### config.mk
export PLATFORM = sky130hd
export DESIGN_NAME = i2c_target_regs
export DESIGN_NICKNAME = d
export VERILOG_FILES = /design/src/rtl/i2c_target_regs.sv
export SDC_FILE = /design/constraint.sdc
export NUM_CORES = 1
export LEC_CHECK = 0
export BUFFER_PORTS_ARGS = -buffer_cell sky130_fd_sc_hd__clkbuf_2
export CORE_MARGIN = 4
export CORE_UTILIZATION = 40
export CTS_BUF_LIST = sky130_fd_sc_hd__clkbuf_2 sky130_fd_sc_hd__clkbuf_4 sky130_fd_sc_hd__clkbuf_8
export CTS_CLUSTER_SIZE = 25
export DETAILED_ROUTE_END_ITERATION = 8
export GPL_TIMING_DRIVEN = 1
export SETUP_SLACK_MARGIN = 0.02
export SLEW_MARGIN = 15
export SYNTH_ARGS = -nofsm -noshare
export SYNTH_HDL_FRONTEND = slang
export SYNTH_SLANG_ARGS = --single-unit
export TNS_END_PERCENT = 1
### constraint.sdc
create_clock -name clk -period 3.6 [get_ports clk]
set_input_delay 0.54 -clock clk [delete_from_list [all_inputs] [get_ports clk]]
set_output_delay 0.54 -clock clk [all_outputs]
set_load 0.03 [all_outputs]
### src/rtl/i2c_target_regs.sv
// I2C target that owns a 2**REG_AW x 8 register file: write = pointer byte then
// data bytes, read = bytes from the current pointer. Host port can preload registers.
module i2c_target_regs #(
    parameter logic [6:0] DEV_ADDR = 7'h68,
    parameter int         REG_AW   = 4
) (
    input  logic              clk,
    input  logic              reset,
    input  logic              scl_i,
    input  logic              sda_i,
    output logic              sda_oe,
    input  logic              host_wr_en,
    input  logic [REG_AW-1:0] host_addr,
    input  logic [7:0]        host_wdata,
    output logic              bus_wr_valid,
    output logic [REG_AW-1:0] bus_wr_addr,
    output logic [7:0]        bus_wr_data,
    output logic              busy,
    output logic [3:0]        dbg_state
);

    localparam int                NUM_REGS = 2 ** REG_AW;
    localparam logic [REG_AW-1:0] PTR_ONE  = 1;

    typedef enum logic [3:0] {
        S_IDLE,
        S_ADDR,
        S_ADDR_ACK,
        S_PTR,
        S_PTR_ACK,
        S_WDATA,
        S_WDATA_ACK,
        S_RDATA,
        S_RDATA_ACK,
        S_IGNORE
    } state_t;

    logic              scl_meta_q, scl_sync_q, scl_prev_q;
    logic              sda_meta_q, sda_sync_q, sda_prev_q;
    state_t            state_q;
    logic [3:0]        cnt_q;
    logic [7:0]        sh_q;
    logic              rw_q;
    logic [REG_AW-1:0] ptr_q;
    logic              sda_oe_q;
    logic              busy_q;
    logic              wr_valid_q;
    logic [REG_AW-1:0] wr_addr_q;
    logic [7:0]        wr_data_q;
    logic [7:0]        regs_q [NUM_REGS];

    logic       scl_rise, scl_fall, sda_rise, sda_fall;
    logic       start_det, stop_det, last_bit;
    logic [7:0] byte_in, rd_byte;

    // Pads are idle-high, so the chain resets to 1 to avoid a false edge.
    always_ff @(posedge clk) begin
        if (reset) begin
            scl_meta_q <= 1'b1;
            scl_sync_q <= 1'b1;
            scl_prev_q <= 1'b1;
            sda_meta_q <= 1'b1;
            sda_sync_q <= 1'b1;
            sda_prev_q <= 1'b1;
        end else begin
            scl_meta_q <= scl_i;
            scl_sync_q <= scl_meta_q;
            scl_prev_q <= scl_sync_q;
            sda_meta_q <= sda_i;
            sda_sync_q <= sda_meta_q;
            sda_prev_q <= sda_sync_q;
        end
    end

    assign scl_rise  = scl_sync_q & ~scl_prev_q;
    assign scl_fall  = ~scl_sync_q & scl_prev_q;
    assign sda_rise  = sda_sync_q & ~sda_prev_q;
    assign sda_fall  = ~sda_sync_q & sda_prev_q;
    assign start_det = sda_fall & scl_sync_q;
    assign stop_det  = sda_rise & scl_sync_q;
    assign last_bit  = (cnt_q == 4'd7);
    assign byte_in   = {sh_q[6:0], sda_sync_q};
    assign rd_byte   = regs_q[ptr_q];

    always_ff @(posedge clk) begin
        if (reset) begin
            state_q    <= S_IDLE;
            cnt_q      <= 4'd0;
            sh_q       <= 8'h00;
            rw_q       <= 1'b0;
            ptr_q      <= '0;
            sda_oe_q   <= 1'b0;
            busy_q     <= 1'b0;
            wr_valid_q <= 1'b0;
            wr_addr_q  <= '0;
            wr_data_q  <= 8'h00;
            for (int i = 0; i < NUM_REGS; i++) begin
                regs_q[i] <= 8'h00;
            end
        end else begin
            wr_valid_q <= 1'b0;
            // Host write first so a bus write to the same register overrides it.
            if (host_wr_en) begin
                regs_q[host_addr] <= host_wdata;
            end
            if (start_det) begin
                state_q  <= S_ADDR;
                cnt_q    <= 4'd0;
                sda_oe_q <= 1'b0;
                busy_q   <= 1'b1;
            end else if (stop_det) begin
                state_q  <= S_IDLE;
                cnt_q    <= 4'd0;
                sda_oe_q <= 1'b0;
                busy_q   <= 1'b0;
            end else begin
                case (state_q)
                    S_ADDR: begin
                        if (scl_rise) begin
                            sh_q  <= byte_in;
                            cnt_q <= cnt_q + 4'd1;
                            if (last_bit) begin
                                cnt_q   <= 4'd0;
                                rw_q    <= sda_sync_q;
                                state_q <= (byte_in[7:1] == DEV_ADDR) ? S_ADDR_ACK : S_IGNORE;
                            end
                        end
                    end
                    S_PTR: begin
                        if (scl_rise) begin
                            sh_q  <= byte_in;
                            cnt_q <= cnt_q + 4'd1;
                            if (last_bit) begin
                                cnt_q   <= 4'd0;
                                ptr_q   <= byte_in[REG_AW-1:0];
                                state_q <= S_PTR_ACK;
                            end
                        end
                    end
                    S_WDATA: begin
                        if (scl_rise) begin
                            sh_q  <= byte_in;
                            cnt_q <= cnt_q + 4'd1;
                            if (last_bit) begin
                                cnt_q         <= 4'd0;
                                regs_q[ptr_q] <= byte_in;
                                wr_valid_q    <= 1'b1;
                                wr_addr_q     <= ptr_q;
                                wr_data_q     <= byte_in;
                                ptr_q         <= ptr_q + PTR_ONE;
                                state_q       <= S_WDATA_ACK;
                            end
                        end
                    end
                    // First SCL fall pulls SDA for the ACK slot, the second ends it.
                    S_ADDR_ACK: begin
                        if (scl_fall) begin
                            cnt_q <= 4'd0;
                            if (!sda_oe_q) begin
                                sda_oe_q <= 1'b1;
                            end else if (rw_q) begin
                                sh_q     <= {rd_byte[6:0], 1'b0};
                                sda_oe_q <= ~rd_byte[7];
                                ptr_q    <= ptr_q + PTR_ONE;
                                state_q  <= S_RDATA;
                            end else begin
                                sda_oe_q <= 1'b0;
                                state_q  <= S_PTR;
                            end
                        end
                    end
                    S_PTR_ACK, S_WDATA_ACK: begin
                        if (scl_fall) begin
                            cnt_q <= 4'd0;
                            if (!sda_oe_q) begin
                                sda_oe_q <= 1'b1;
                            end else begin
                                sda_oe_q <= 1'b0;
                                state_q  <= S_WDATA;
                            end
                        end
                    end
                    S_RDATA: begin
                        if (scl_rise) begin
                            cnt_q <= cnt_q + 4'd1;
                        end else if (scl_fall) begin
                            if (cnt_q == 4'd8) begin
                                cnt_q    <= 4'd0;
                                sda_oe_q <= 1'b0;
                                state_q  <= S_RDATA_ACK;
                            end else begin
                                sda_oe_q <= ~sh_q[7];
                                sh_q     <= {sh_q[6:0], 1'b0};
                            end
                        end
                    end
                    // A fall here can only follow an ACK rise; NACK leaves on the rise.
                    S_RDATA_ACK: begin
                        if (scl_rise) begin
                            if (sda_sync_q) begin
                                state_q <= S_IGNORE;
                            end
                        end else if (scl_fall) begin
                            sh_q     <= {rd_byte[6:0], 1'b0};
                            sda_oe_q <= ~rd_byte[7];
                            ptr_q    <= ptr_q + PTR_ONE;
                            cnt_q    <= 4'd0;
                            state_q  <= S_RDATA;
                        end
                    end
                    default: ;
                endcase
            end
        end
    end

    assign sda_oe       = sda_oe_q;
    assign busy         = busy_q;
    assign bus_wr_valid = wr_valid_q;
    assign bus_wr_addr  = wr_addr_q;
    assign bus_wr_data  = wr_data_q;
    assign dbg_state    = state_q;

endmodule

==> metrics.txt <==
number of I/O port buffers=35; relative contribution of sequential cells to total power=0.471; final critical-path required period=2.796 ns; fraction of the mapped netlist area in simple logic gates=0.1917; delay contributed by the slowest stage of the critical path=a little under 0.8 ns; leakage dissipation=~3.3 nW; net count after synthesis=between 900 and 1000; clock sinks=174; measured slew at the worst slew-check pin=0.8553 ns; maximum number of pins on one net before global-route repair=a little over 40; final global-route overflow total=0; sort of element at the start of the critical path=register; internal power component=roughly 3.4 mW; overall die area=about 0.026 sq mm; fill cell count=~2100; total wire length after detailed routing=28290 um; instance count of the mapped netlist=929; area added between synthesis and finish=10.42%; sequential-to-total area share from yosys stat=0.5131; post-synth cell types=62; Core Box Area=~0.023 sq mm; height of the die=160.4 um; total of endpoints with negative setup slack in the final report=0; final count of pins violating max slew=0; overall global routing resource usage=0.2203; net switching component of the power=between 1.5 and 2 mW; final antenna diode count=0; netlist area before placement=between 0.009 and 0.01 sq mm; clock tree root buffer cell=sky130_fd_sc_hd__clkbuf_8; final period utilization=0.7765; startpoint of the worst hold path=scl_i; Primary FF master, synth=sky130_fd_sc_hd__edfxtp_1; power density of the placed cells=~510 mW/mm^2; # Post-CTS Setup Buffers=0; fraction of layout cells with a size suffix above 1=0.1675; Comb pwr share=0.246; Slew HR=0.4290; number of antenna-violating nets in the routed design=0; compound-cell area share of the yosys netlist=0.1467; crit-path max FO=17; number of cell rows=55; main combinational cell family by area after synthesis=simple AND/OR/NAND/NOR gates; Worst path most repeated cell=sky130_fd_sc_hd__buf_4; clock-pin slew on the worst setup and hold paths=around 0.10 ns; RSZ-0062 raised after global routing=no; Iteration-0 DRC Markers=between 900 and 1000; mean instance size in the synthesized netlist=approximately 10 sq um; via count of the first global-routing pass=a little over 7000; TritonCTS clock tree=done; synthesized-area fraction occupied by xor and xnor cells=0.001886; number of buffers between clock root and the deepest sink=2; hold buffer count at CTS=0; critical path class=register to register; count of H-tree levels built during CTS=4; post-cts repair resize count=0; Clk pwr share=0.282; required time of the critical path=about 3.8 ns; number of remaining DRC errors=0; effective utilization at floorplan=0.4089; worst path bufs/invs=2; Max-cap violations=0; RD Place Congestion=0.8912; multiplexer fraction of the synthesized cell area=0.08744; post-detailed-route wirelength per cell=22.70 um; fraction of the mapped netlist area in adder cells=0.01078; number of top-level pins=36; total negative setup slack=0 ns; proportion of total power due to net switching=0.3478; outcome=complete, no violations; vias per cell=6.057; Hold Violations, Final=0; ordered list of cells on the worst path=ha_1 > nand3b_1 > a2111oi_4 > buf_4 > nand3_1 > buf_4 > nand2_1; share of the core filled with cells=0.4515; flip-flop and latch count after synthesis=approximately 170; initial antenna violation count=0; detailed-routing iteration count for the pre-antenna-repair pass=5; crit-path leading delay family=compound AO/OA/AOI/OAI gates; Inserted Clock Buffers=17; dpl hpwl=19330 um; count of yosys warnings during synthesis=0; latest clock arrival within the worst-skew pair=around 0.47 ns; Horiz. Die Dim=about 160 um; Max Clk Rate=about 360 MHz; global-route wire length before repair=between 40000 and 50000 um; Crit. End Element=register; IR drop worst, VDD=0.2378 mV; worst hold-check path type=primary input to register; number of enable flip-flop cells after synthesis=approximately 130; source of the worst register-to-register timing path=cnt_q[0]$_SDFFE_PP0P_; layout net count=a little under 1000; critical path data arrival time=slightly below 3 ns; Post-synth ARST share=0; overall power consumption=roughly 5.2 mW; worst clock skew=about 0.016 ns; Min Hold Slack=around 0.24 ns; CP max-delay cell=sky130_fd_sc_hd__a2111oi_4; number of vias in the routed layout=7547; crit path launch=cnt_q[0]$_SDFFE_PP0P_
==> worst reg2reg max path, cell delays in order, from the launching register on <==
cell and delay, ns:
sky130_fd_sc_hd__dfxtp_1 0.41, sky130_fd_sc_hd__ha_1 0.23, sky130_fd_sc_hd__nand3b_1 0.23, sky130_fd_sc_hd__a2111oi_4 0.77, sky130_fd_sc_hd__buf_4 0.24, sky130_fd_sc_hd__nand3_1 0.09, sky130_fd_sc_hd__buf_4 0.21, sky130_fd_sc_hd__nand2_1 0.29
==> cells in the final DEF, fill, tap and decap left out, types with 33 or more instances in the layout <==
cell	netlist	routed
sky130_fd_sc_hd__clkbuf_2	0	35
sky130_fd_sc_hd__o21ai_0	140	140
sky130_fd_sc_hd__inv_1	33	33
sky130_fd_sc_hd__nand3_1	135	135
sky130_fd_sc_hd__edfxtp_1	128	128
sky130_fd_sc_hd__nor2_1	46	46
sky130_fd_sc_hd__nand2_1	85	85
sky130_fd_sc_hd__buf_4	0	45
sky130_fd_sc_hd__dfxtp_1	46	45
==> final timing paths <==
kind,endpoint,slack (ns),cells after the start
worst max-delay path,regs_q[12][3]$_DFFE_PP_,0.80,7
worst min-delay path,scl_meta_q$_SDFF_PP1_,0.24,2
worst max register to register,regs_q[12][3]$_DFFE_PP_,0.80,7
worst min register to register,sda_sync_q$_SDFF_PP1_,0.42,1
==> logic make-up (layout without fill, tap and decap cells) <==
logic type | after synthesis | after routing
simple gates | 357 | 357
compound gates | 233 | 233
flops | 174 | 174
buf+inv | 114 | 146
mux | 41 | 41
fa+ha+maj | 8 | 8
xor+xnor | 2 | 2
==> sequential cells by signal, indices dropped and copies added, names as in the netlist, named ones only <==
register	count
regs_q	128
bus_wr_data	8
sh_q	8
bus_wr_addr	4
cnt_q	4
dbg_state	4
ptr_q	4
bus_wr_valid	1
busy	1
rw_q	1
scl_meta_q	1
scl_prev_q	1
scl_sync_q	1
sda_meta_q	1
sda_oe	1
sda_prev_q	1
sda_sync_q	1
==> cell usage after synthesis, types with 2 or more instances <==
| cell | n | share of area |
|---|---|---|
| sky130_fd_sc_hd__a311oi_1 | 2 | 0.0019 |
| sky130_fd_sc_hd__or2_2 | 6 | 0.0040 |
| sky130_fd_sc_hd__a21boi_0 | 3 | 0.0024 |
| sky130_fd_sc_hd__a21oi_1 | 32 | 0.017 |
| sky130_fd_sc_hd__and2_1 | 4 | 0.0027 |
| sky130_fd_sc_hd__a221oi_2 | 2 | 0.0032 |
| sky130_fd_sc_hd__nor2_1 | 46 | 0.019 |
| sky130_fd_sc_hd__nand4b_1 | 2 | 0.0019 |
| sky130_fd_sc_hd__mux2i_1 | 8 | 0.0086 |
| sky130_fd_sc_hd__o22ai_1 | 10 | 0.0067 |
| sky130_fd_sc_hd__a211oi_1 | 12 | 0.0097 |
| sky130_fd_sc_hd__nand3_1 | 135 | 0.073 |
| sky130_fd_sc_hd__a21o_1 | 2 | 0.0016 |
| sky130_fd_sc_hd__and3_1 | 11 | 0.0074 |
| sky130_fd_sc_hd__a31oi_1 | 4 | 0.0027 |
| sky130_fd_sc_hd__nor2b_1 | 14 | 0.0094 |
| sky130_fd_sc_hd__o31ai_1 | 2 | 0.0016 |
| sky130_fd_sc_hd__edfxtp_1 | 128 | 0.41 |
| sky130_fd_sc_hd__nand4_1 | 10 | 0.0067 |
| sky130_fd_sc_hd__or3_1 | 3 | 0.0020 |
| sky130_fd_sc_hd__buf_1 | 11 | 0.0044 |
| sky130_fd_sc_hd__nor3_1 | 13 | 0.0070 |
| sky130_fd_sc_hd__nor3b_1 | 5 | 0.0040 |
| sky130_fd_sc_hd__buf_2 | 17 | 0.0092 |
| sky130_fd_sc_hd__o21ai_0 | 140 | 0.075 |
| sky130_fd_sc_hd__clkbuf_1 | 52 | 0.021 |
| sky130_fd_sc_hd__dfxtp_1 | 46 | 0.099 |
| sky130_fd_sc_hd__nand2b_1 | 7 | 0.0047 |
| sky130_fd_sc_hd__xor2_1 | 2 | 0.0019 |
| sky130_fd_sc_hd__inv_1 | 33 | 0.013 |
| sky130_fd_sc_hd__nand2_1 | 85 | 0.034 |
| sky130_fd_sc_hd__nand3b_1 | 4 | 0.0032 |
| sky130_fd_sc_hd__o221ai_1 | 2 | 0.0019 |
| sky130_fd_sc_hd__ha_1 | 8 | 0.011 |
| sky130_fd_sc_hd__mux4_2 | 32 | 0.078 |
| sky130_fd_sc_hd__o21a_1 | 4 | 0.0032 |
| sky130_fd_sc_hd__a2111oi_0 | 7 | 0.0066 |
==> layout make-up <==
class                      count  area, sq um  share of cell area
clock inverter                14        176.4             0.01721
sequential                   174         4766              0.4648
tap                          285        356.6             0.03478
clock buffer                  18        241.5             0.02355
timing repair buffer          80        513.0             0.05003
multi-input combinational    641         4073              0.3972
inverter                      34        127.6             0.01245
==> metrics by stage <==
step,instances,worst slack (ns),area [sq um]
2_1_floorplan,929,1.112,9286
3_3_place_gp,1214,0.8658,9836
3_5_place_dp,1214,0.8708,9836
4_1_cts,1246,0.8399,10250
5_1_grt,1246,0.6137,10250
6_report,1246,0.8045,10250
==> power by group through the flow <==
stage          clock network, mW  logic (mW)  registers, mW
3_5_place_dp                   0        1.26           2.50
5_1_grt                     1.57        1.37           2.47
6_report                    1.47        1.28           2.46
4_1_cts                     1.49        1.26           2.46
3_3_place_gp                   0        1.25           2.50
2_1_floorplan                  0       0.888           2.42
==> routing by layer <==
| metal | part of all wire | GRT usage | up-vias |
|---|---|---|---|
| li1 | - | - | 3496 |
| met1 | 0.42 | 0.3030 | 3657 |
| met2 | 0.47 | 0.3486 | 334 |
| met3 | 0.075 | 0.04029 | 60 |
| met4 | 0.034 | 0.08604 | 0 |
| met5 | 0 | 0 | - |
Note: power is estimated with default switching activity, not from simulation.
